`config.mk`:
```
export PLATFORM = sky130hd
export DESIGN_NAME = sam_mem_arbiter
export DESIGN_NICKNAME = d
export VERILOG_FILES = /design/src/rtl/sam_mem_arbiter.sv
export SDC_FILE = /design/constraint.sdc
export NUM_CORES = 1
export LEC_CHECK = 0
export CAP_MARGIN = 20
export CORE_ASPECT_RATIO = 1.1
export CORE_MARGIN = 2
export CORE_UTILIZATION = 32
export CTS_CLUSTER_DIAMETER = 40
export CTS_CLUSTER_SIZE = 30
export DETAILED_ROUTE_END_ITERATION = 8
export PLACE_DENSITY = 0.76
export RECOVER_POWER = 50
export SYNTH_ARGS = -nofsm -noshare
export SYNTH_HDL_FRONTEND = slang
export SYNTH_SLANG_ARGS = --single-unit
```
`constraint.sdc`:
```
create_clock -name Clk -period 7 [get_ports Clk]
set_clock_uncertainty 0.1 [all_clocks]
set_input_delay 0.7 -clock Clk [delete_from_list [all_inputs] [get_ports Clk]]
set_output_delay 0.7 -clock Clk [all_outputs]
set_load 0.03 [all_outputs]
```
`src/rtl/sam_mem_arbiter.sv`:
```
// rtl/sam_mem_arbiter.sv - single-port RAM arbiter, SAM strobe port over PicoRV32 native port
//
// Owns the one synchronous RAM port. The SAM wrapper has no ready input, so
// its strobe always wins and gets a fixed read latency. CPU requests go
// through a three-state FSM (IDLE -> CPU_RESP -> CPU_ACK) and are deferred in
// any IDLE cycle where SAM strobes. Out-of-range accesses are flagged, never
// aliased into the RAM.
//
// Ports:
//   Clk, Rst            clock, asynchronous active-high reset
//   cpu_mem_*           PicoRV32 native memory interface (valid/ready handshake)
//   mem_*_SAM           SAM wrapper strobe port; mem_rdata_SAM holds last read
//   ram_*               synchronous RAM port, read data valid one cycle after ram_en
//   oor_cpu, oor_sam    sticky out-of-range flags
//   conflict_cnt        saturating count of CPU deferrals caused by SAM
module sam_mem_arbiter #(
  parameter int MEM_WORDS = 16384,
  parameter int AW        = 14
) (
  input  logic          Clk,
  input  logic          Rst,
  input  logic          cpu_mem_valid,
  input  logic [31:0]   cpu_mem_addr,
  input  logic [31:0]   cpu_mem_wdata,
  input  logic [3:0]    cpu_mem_wstrb,
  output logic          cpu_mem_ready,
  output logic [31:0]   cpu_mem_rdata,
  input  logic          mem_en_SAM,
  input  logic [3:0]    mem_wstrb_SAM,
  input  logic [31:0]   mem_addr_SAM,
  input  logic [31:0]   mem_wdata_SAM,
  output logic [31:0]   mem_rdata_SAM,
  output logic          ram_en,
  output logic [3:0]    ram_we,
  output logic [AW-1:0] ram_addr,
  output logic [31:0]   ram_wdata,
  input  logic [31:0]   ram_rdata,
  output logic          oor_cpu,
  output logic          oor_sam,
  output logic [15:0]   conflict_cnt
);

  typedef enum logic [1:0] {IDLE, CPU_RESP, CPU_ACK} state_t;

  localparam logic [31:0] WORD_LIMIT = 32'(MEM_WORDS);

  state_t state, state_nxt;

  logic [29:0] cpu_idx, sam_idx;
  logic        cpu_in_range, sam_in_range;
  logic        sam_hit, cpu_issue, cpu_hit, cpu_collide;
  logic        cpu_rd_ok;   // issued CPU access was an in-range read
  logic        sam_rd_pend; // SAM read issued last cycle
  logic        sam_rd_ok;   // ...and it was in range
  logic        unused_addr_lsbs;

  // Byte offset bits are irrelevant to a word-wide RAM.
  assign unused_addr_lsbs = ^{cpu_mem_addr[1:0], mem_addr_SAM[1:0]};

  assign cpu_idx      = cpu_mem_addr[31:2];
  assign sam_idx      = mem_addr_SAM[31:2];
  assign cpu_in_range = ({2'b00, cpu_idx} < WORD_LIMIT);
  assign sam_in_range = ({2'b00, sam_idx} < WORD_LIMIT);

  assign sam_hit     = mem_en_SAM & sam_in_range;
  // Any SAM strobe defers the CPU, even an out-of-range one: the decision
  // must not depend on SAM address decode so the CPU path stays simple.
  assign cpu_collide = (state == IDLE) & cpu_mem_valid & mem_en_SAM;
  assign cpu_issue   = (state == IDLE) & cpu_mem_valid & ~mem_en_SAM;
  assign cpu_hit     = cpu_issue & cpu_in_range;

  // RAM port mux: SAM first, CPU only in its issue cycle, otherwise all zero.
  always_comb begin
    ram_en    = 1'b0;
    ram_we    = 4'b0000;
    ram_addr  = '0;
    ram_wdata = 32'h0;
    if (!Rst) begin
      if (sam_hit) begin
        ram_en    = 1'b1;
        ram_we    = mem_wstrb_SAM;
        ram_addr  = sam_idx[AW-1:0];
        ram_wdata = mem_wdata_SAM;
      end else if (cpu_hit) begin
        ram_en    = 1'b1;
        ram_we    = cpu_mem_wstrb;
        ram_addr  = cpu_idx[AW-1:0];
        ram_wdata = cpu_mem_wdata;
      end
    end
  end

  always_ff @(posedge Clk or posedge Rst) begin
    if (Rst) state <= IDLE;
    else     state <= state_nxt;
  end

  always_comb begin
    state_nxt = state;
    case (state)
      IDLE:     if (cpu_issue) state_nxt = CPU_RESP;
      CPU_RESP: state_nxt = CPU_ACK;
      CPU_ACK:  state_nxt = IDLE;
      default:  state_nxt = IDLE;
    endcase
  end

  // CPU datapath: ram_rdata is valid during CPU_RESP, ready is seen in CPU_ACK.
  always_ff @(posedge Clk or posedge Rst) begin
    if (Rst) begin
      cpu_rd_ok     <= 1'b0;
      cpu_mem_ready <= 1'b0;
      cpu_mem_rdata <= 32'h0;
      oor_cpu       <= 1'b0;
      conflict_cnt  <= 16'h0000;
    end else begin
      if (cpu_issue) begin
        cpu_rd_ok <= cpu_in_range & (cpu_mem_wstrb == 4'b0000);
        if (!cpu_in_range) oor_cpu <= 1'b1;
      end
      if (state == CPU_RESP) begin
        cpu_mem_rdata <= cpu_rd_ok ? ram_rdata : 32'h0;
        cpu_mem_ready <= 1'b1;
      end else begin
        cpu_mem_ready <= 1'b0;
      end
      if (cpu_collide && conflict_cnt != 16'hFFFF)
        conflict_cnt <= conflict_cnt + 16'd1;
    end
  end

  // SAM datapath: a read captures ram_rdata one cycle after the strobe;
  // out-of-range reads return zero, writes leave the held value alone.
  always_ff @(posedge Clk or posedge Rst) begin
    if (Rst) begin
      sam_rd_pend   <= 1'b0;
      sam_rd_ok     <= 1'b0;
      mem_rdata_SAM <= 32'h0;
      oor_sam       <= 1'b0;
    end else begin
      sam_rd_pend <= mem_en_SAM & (mem_wstrb_SAM == 4'b0000);
      sam_rd_ok   <= sam_in_range;
      if (sam_rd_pend)
        mem_rdata_SAM <= sam_rd_ok ? ram_rdata : 32'h0;
      if (mem_en_SAM && !sam_in_range)
        oor_sam <= 1'b1;
    end
  end

endmodule
```
* Yosys cells after proc, flatten, opt, wreduce, memory -nomap -nowiden
Index checks and enable logic that the tools add are counted.
** Storage, ports and cells
- Flip-flop bits (word level) :: 88
- Input port bits :: 172
- Output and inout bits :: 134
- Logic and storage cells :: 49
** Cells by class
- Add/sub/neg operators :: 1
- Order comparisons :: 2
- Equality and inequality tests :: 3
- Muxes and demuxes :: 17
- Bitwise gates (word level) :: 9
- Reduce and logical (&&, ||, !) cells :: 7
** Operators with widths (number)
- 32-bit 2-to-1 mux :: 5
- 30-bit by 15-bit less-than comparator with 1-bit output (second input constant) :: 2
- 14-bit 2-to-1 mux :: 3
- 16-bit by 1-bit adder with 16-bit output (second input constant) :: 1
- 16-bit inequality test (second input constant) :: 1
- 4-bit 2-to-1 mux :: 3
- 4-bit logical NOT :: 2
- 1-bit bitwise AND :: 7
- 1-bit 2-to-1 mux :: 4
- 2-bit one-hot mux with 2 select lines :: 1
- 2-bit by 1-bit == test with 1-bit output (second input constant) :: 1
- 1-bit logical AND :: 2
- 2-bit logical NOT :: 1
- 2-bit 2-to-1 mux :: 1
- 2-bit inequality test (second input constant) :: 1
- 1-bit NOT :: 2
- 2-bit AND reduction :: 1
- 1-bit logical NOT :: 1

* Logic depth before layout (Yosys ltp)
- Word-level depth :: 7
- Mapped depth :: 6
- Depth with buffers taken out :: 5

* Least setup slack after synthesis
Ideal clock, no wire load.
- Path type :: in2out
- From :: input port mem_addr_SAM[23]
- To :: output port ram_wdata[22]
- Data arrival time :: 2.035 ns
- Slack :: 4.165 ns
- Stages :: 6
- Cells stage by stage :: nor4_1 -> and4_1 -> buf_2 -> buf_4 -> nand3_1 -> a21oi_1
** On the way
- Word-level cells in the longest chain between the ends :: 4
** RTL lines
- start, declared :: RTL line 30 : input logic [31:0] mem_addr_SAM,
- 30-bit by 15-bit less-than comparator with 1-bit output :: RTL line 63 : assign sam_in_range = ({2'b00, sam_idx} < WORD_LIMIT);
- 1-bit bitwise AND :: RTL line 65 : assign sam_hit = mem_en_SAM & sam_in_range;
- 32-bit 2-to-1 mux :: RTL line 79 : if (sam_hit) begin
- 32-bit 2-to-1 mux :: RTL line 78 : if (!Rst) begin
- end, declared :: RTL line 36 : output logic [31:0] ram_wdata,
Every way passes these cells.

* Worst setup path after layout
- From :: input port cpu_mem_valid
- To :: output port ram_wdata[7]
** On the way
- Word-level cells in the longest chain between the ends :: 6
** RTL lines
- start, declared :: RTL line 22 : input logic cpu_mem_valid,
- 1-bit bitwise AND (2 in a row) :: RTL line 69 : assign cpu_issue = (state == IDLE) & cpu_mem_valid & ~mem_en_SAM;
- 1-bit bitwise AND :: RTL line 70 : assign cpu_hit = cpu_issue & cpu_in_range;
- 32-bit 2-to-1 mux :: RTL line 84 : end else if (cpu_hit) begin
- 32-bit 2-to-1 mux :: RTL line 79
- 32-bit 2-to-1 mux :: RTL line 78
Every way passes these cells.

==> impl_metrics.ini <==
[outcome]
outcome = finished with violations
violations = max-capacitance violations, max-slew violations

[route]
vias = 5118
viasPerCell = 4.98
drt-wirelength-per-cell_um = 17.0
drc_errors = 0
ant_nets = 0
routed_wl_um = 17500
drt_iter0_markers = 373
drt_pass1_iterations = 5

[grt]
grt_overflow = 0
top_usage_layer = met2
gr-usage-met1_pct = 27.4
grt_use_met2_pct = 39.6
grt_pass1_vias = 4951
antenna_found_initial = 1
grt_pass1_wl_um = 27000
grtUsageTotal_pct = 22.4
grt_max_degree = 67
grtUsageMet3_pct = 4.23

[synthesis]
synth_edf_count = 0
synth_flop_cell = dfrtp_1
async_reset_ff_share_pct = 100
syn-cell-area_sq_um = 4570
ys_warn_count = 0
synth-seq-cells = 88
synth.distinct_cells = 36
syn_area_per_cell_sq_um = 8.10
syn_nets = 738
postSynthCellCount = 565
yosysSeqAreaShare_pct = 48.1

[pwr]
p_clk_share_pct = 35.0
power.leakage_nw = 3.35
p_comb_share_pct = 25.2
internal-power_mw = 1.05
switching_share_pct = 30.0
net-switching-power_uw = 449
power_density_nw_per_um2 = 188
peakVddDrop_mv = 0.139
seqPwrFrac_pct = 39.8

[setup_path]
crit_chain = clkdlybuf4s50_1 -> nor4b_2 -> clkbuf_1 -> nand3_1 -> a21oi_1 -> clkdlybuf4s50_1
required_ns = 6.20
end_kind = output pin
worst_path_max_delay_cell = clkbuf_1
cp-start-kind = primary input
crit_top_cell = clkdlybuf4s50_1
cp_max_fo = 55
cp.arrival_ns = 4.56
slowest_delay_ns = 1.78
critical_path_class = in2out

[clocking]
clockBufferDepth = 2
cts_hold_buf = 0
clock_latency_ns = 0.34
numCtsBuffers = 9
path_clk_slew_ns = 0.07
cts.repair.resized = 0
cts_setup_buffers = 0
cts_tree = built
clockRootBuffer = clkbuf_16
cts_max_level = 3
cts.sinks = 88

[die]
rows = 45
dieArea_sq_um = 15300
dieHeight_um = 129
die_w_um = 118
coreArea_sq_um = 13900
start_util_pct = 32.9
boundaryPins = 306

[sta]
fmax_mhz = 187
period_needed_ns = 5.36
setup_ws_ns = 1.64
rsz0062_at_grt = no
worstMarginPinSlew_ns = 2.47
setup_viol = 0
finalMaxSlewViolations = 176
max_slew_margin_pct = -64.6
fin_tns_setup_ns = 0
fin_crit_sh_pct = 76.5
hold_viol_final = 0

[placement]
dp_hpwl_um = 13000
port_buffers = 301
gp_congestion = 0.820
place_ws_ns = 2.57

[run]
cap_violations = 4

[min_path]
hp-class = reg2reg

[finish]
nets = 1008
area_growth_pct = 73.9
final_common_cell = clkdlybuf4s50_1
final_cell_mix = 243 x clkdlybuf4s50_1, 138 x nand3_1, 102 x nand2_1
register_area_sq_um = 2200
multiInputGateArea_sq_um = 2010
fillers = 1290
final_layout_size_suffix_gt1_share_pct = 3.57
diodes = 0
[path summary, 6_finish.rpt]
path	from	to	slack (ns)	depth (start not counted)
max in group asynchronous	Rst	cpu_mem_rdata[6]	3.71	3
setup reg to reg	state[0]	cpu_rd_ok	4.03	4
setup / recovery	cpu_mem_valid	ram_wdata[7]	1.64	6
hold reg to reg	cpu_mem_rdata[26]	cpu_mem_rdata[26]	0.36	2
min in group asynchronous	Rst	conflict_cnt[7]	1.72	2
hold / removal	cpu_mem_rdata[26]	cpu_mem_rdata[26]	0.36	2
[layer usage]
layer | up-vias | share of wire [%]
li1 | 2467 | -
met1 | 2388 | 40
met2 | 233 | 51
met3 | 28 | 6.2
met4 | 2 | 2.3
met5 | - | 0.069
[power groups by stage]
stage	Clock, mW	Sequential [mW]	Combinational [mW]
2_1_floorplan	0	0.696	0.0752
3_3_place_gp	0	0.604	0.385
3_5_place_dp	0	0.606	0.390
4_1_cts	0.534	0.597	0.392
5_1_grt	0.548	0.604	0.402
6_report	0.525	0.597	0.377
[cell type report]
class                           instances  share of cell area [%]
Sequential cell                        88                    27.7
Tap cell                              188                    2.96
Multi-Input combinational cell        389                    25.2
Timing Repair Buffer                  307                    38.2
Inverter                               40                    1.90
Clock inverter                          7                    1.24
Clock buffer                            9                    2.83
[synthesized netlist by cell type (6+ instances only)]
master    instances  area [sq um]
a21oi_1          52           260
buf_2            13          65.1
buf_4             6          45.0
clkbuf_1         24          90.1
dfrtp_1          88          2200
inv_1            38           143
nand2_1         102           383
nand3_1         138           691
nor3_1            6          30.0
nor4_1           11          68.8
o21ai_0          32           160
xor2_1           12           105
[registers in the layout, summed over array words and instances, names as in the netlist]
| name | cells |
|---|---|
| oor_cpu | 1 |
| conflict_cnt | 16 |
| cpu_mem_rdata | 32 |
| sam_rd_pend | 1 |
| mem_rdata_SAM | 32 |
| oor_sam | 1 |
| cpu_rd_ok | 1 |
| cpu_mem_ready | 1 |
| state | 2 |
| sam_rd_ok | 1 |
[through the flow]
step / util (%) / cell area, sq um / power [mW] / hold slack (ns) / cells
floorplan: - / 4570 / 0.771 / 0.402 / 565
global placement: 55.0 / 7650 / 0.989 / 0.348 / 1012
detailed placement: 55.0 / 7650 / 0.997 / 0.355 / 1012
CTS: 57.3 / 7970 / 1.52 / 0.369 / 1028
global route: 57.2 / 7960 / 1.55 / 0.388 / 1028
finish: 57.2 / 7960 / 1.50 / 0.358 / 1028
[worst max-delay path: cells and delay by family]
| family | cells | cell delay [ns] |
|---|---|---|
| AOI/OAI and AO/OA | 1 | 0.24 |
| buffers and inverters | 3 | 3.00 |
| and+or+nand+nor | 2 | 0.59 |
[logic make-up after synthesis]
group           Yosys count  share of synthesized area (%)
mux                       2                          0.492
simple gates            281                           29.6
flops                    88                           48.1
fa+ha+maj                 1                          0.273
buf+inv                  88                           8.07
xor+xnor                 14                           2.68
compound gates           91                           10.7
Note: power is estimated with default switching activity, not from simulation.
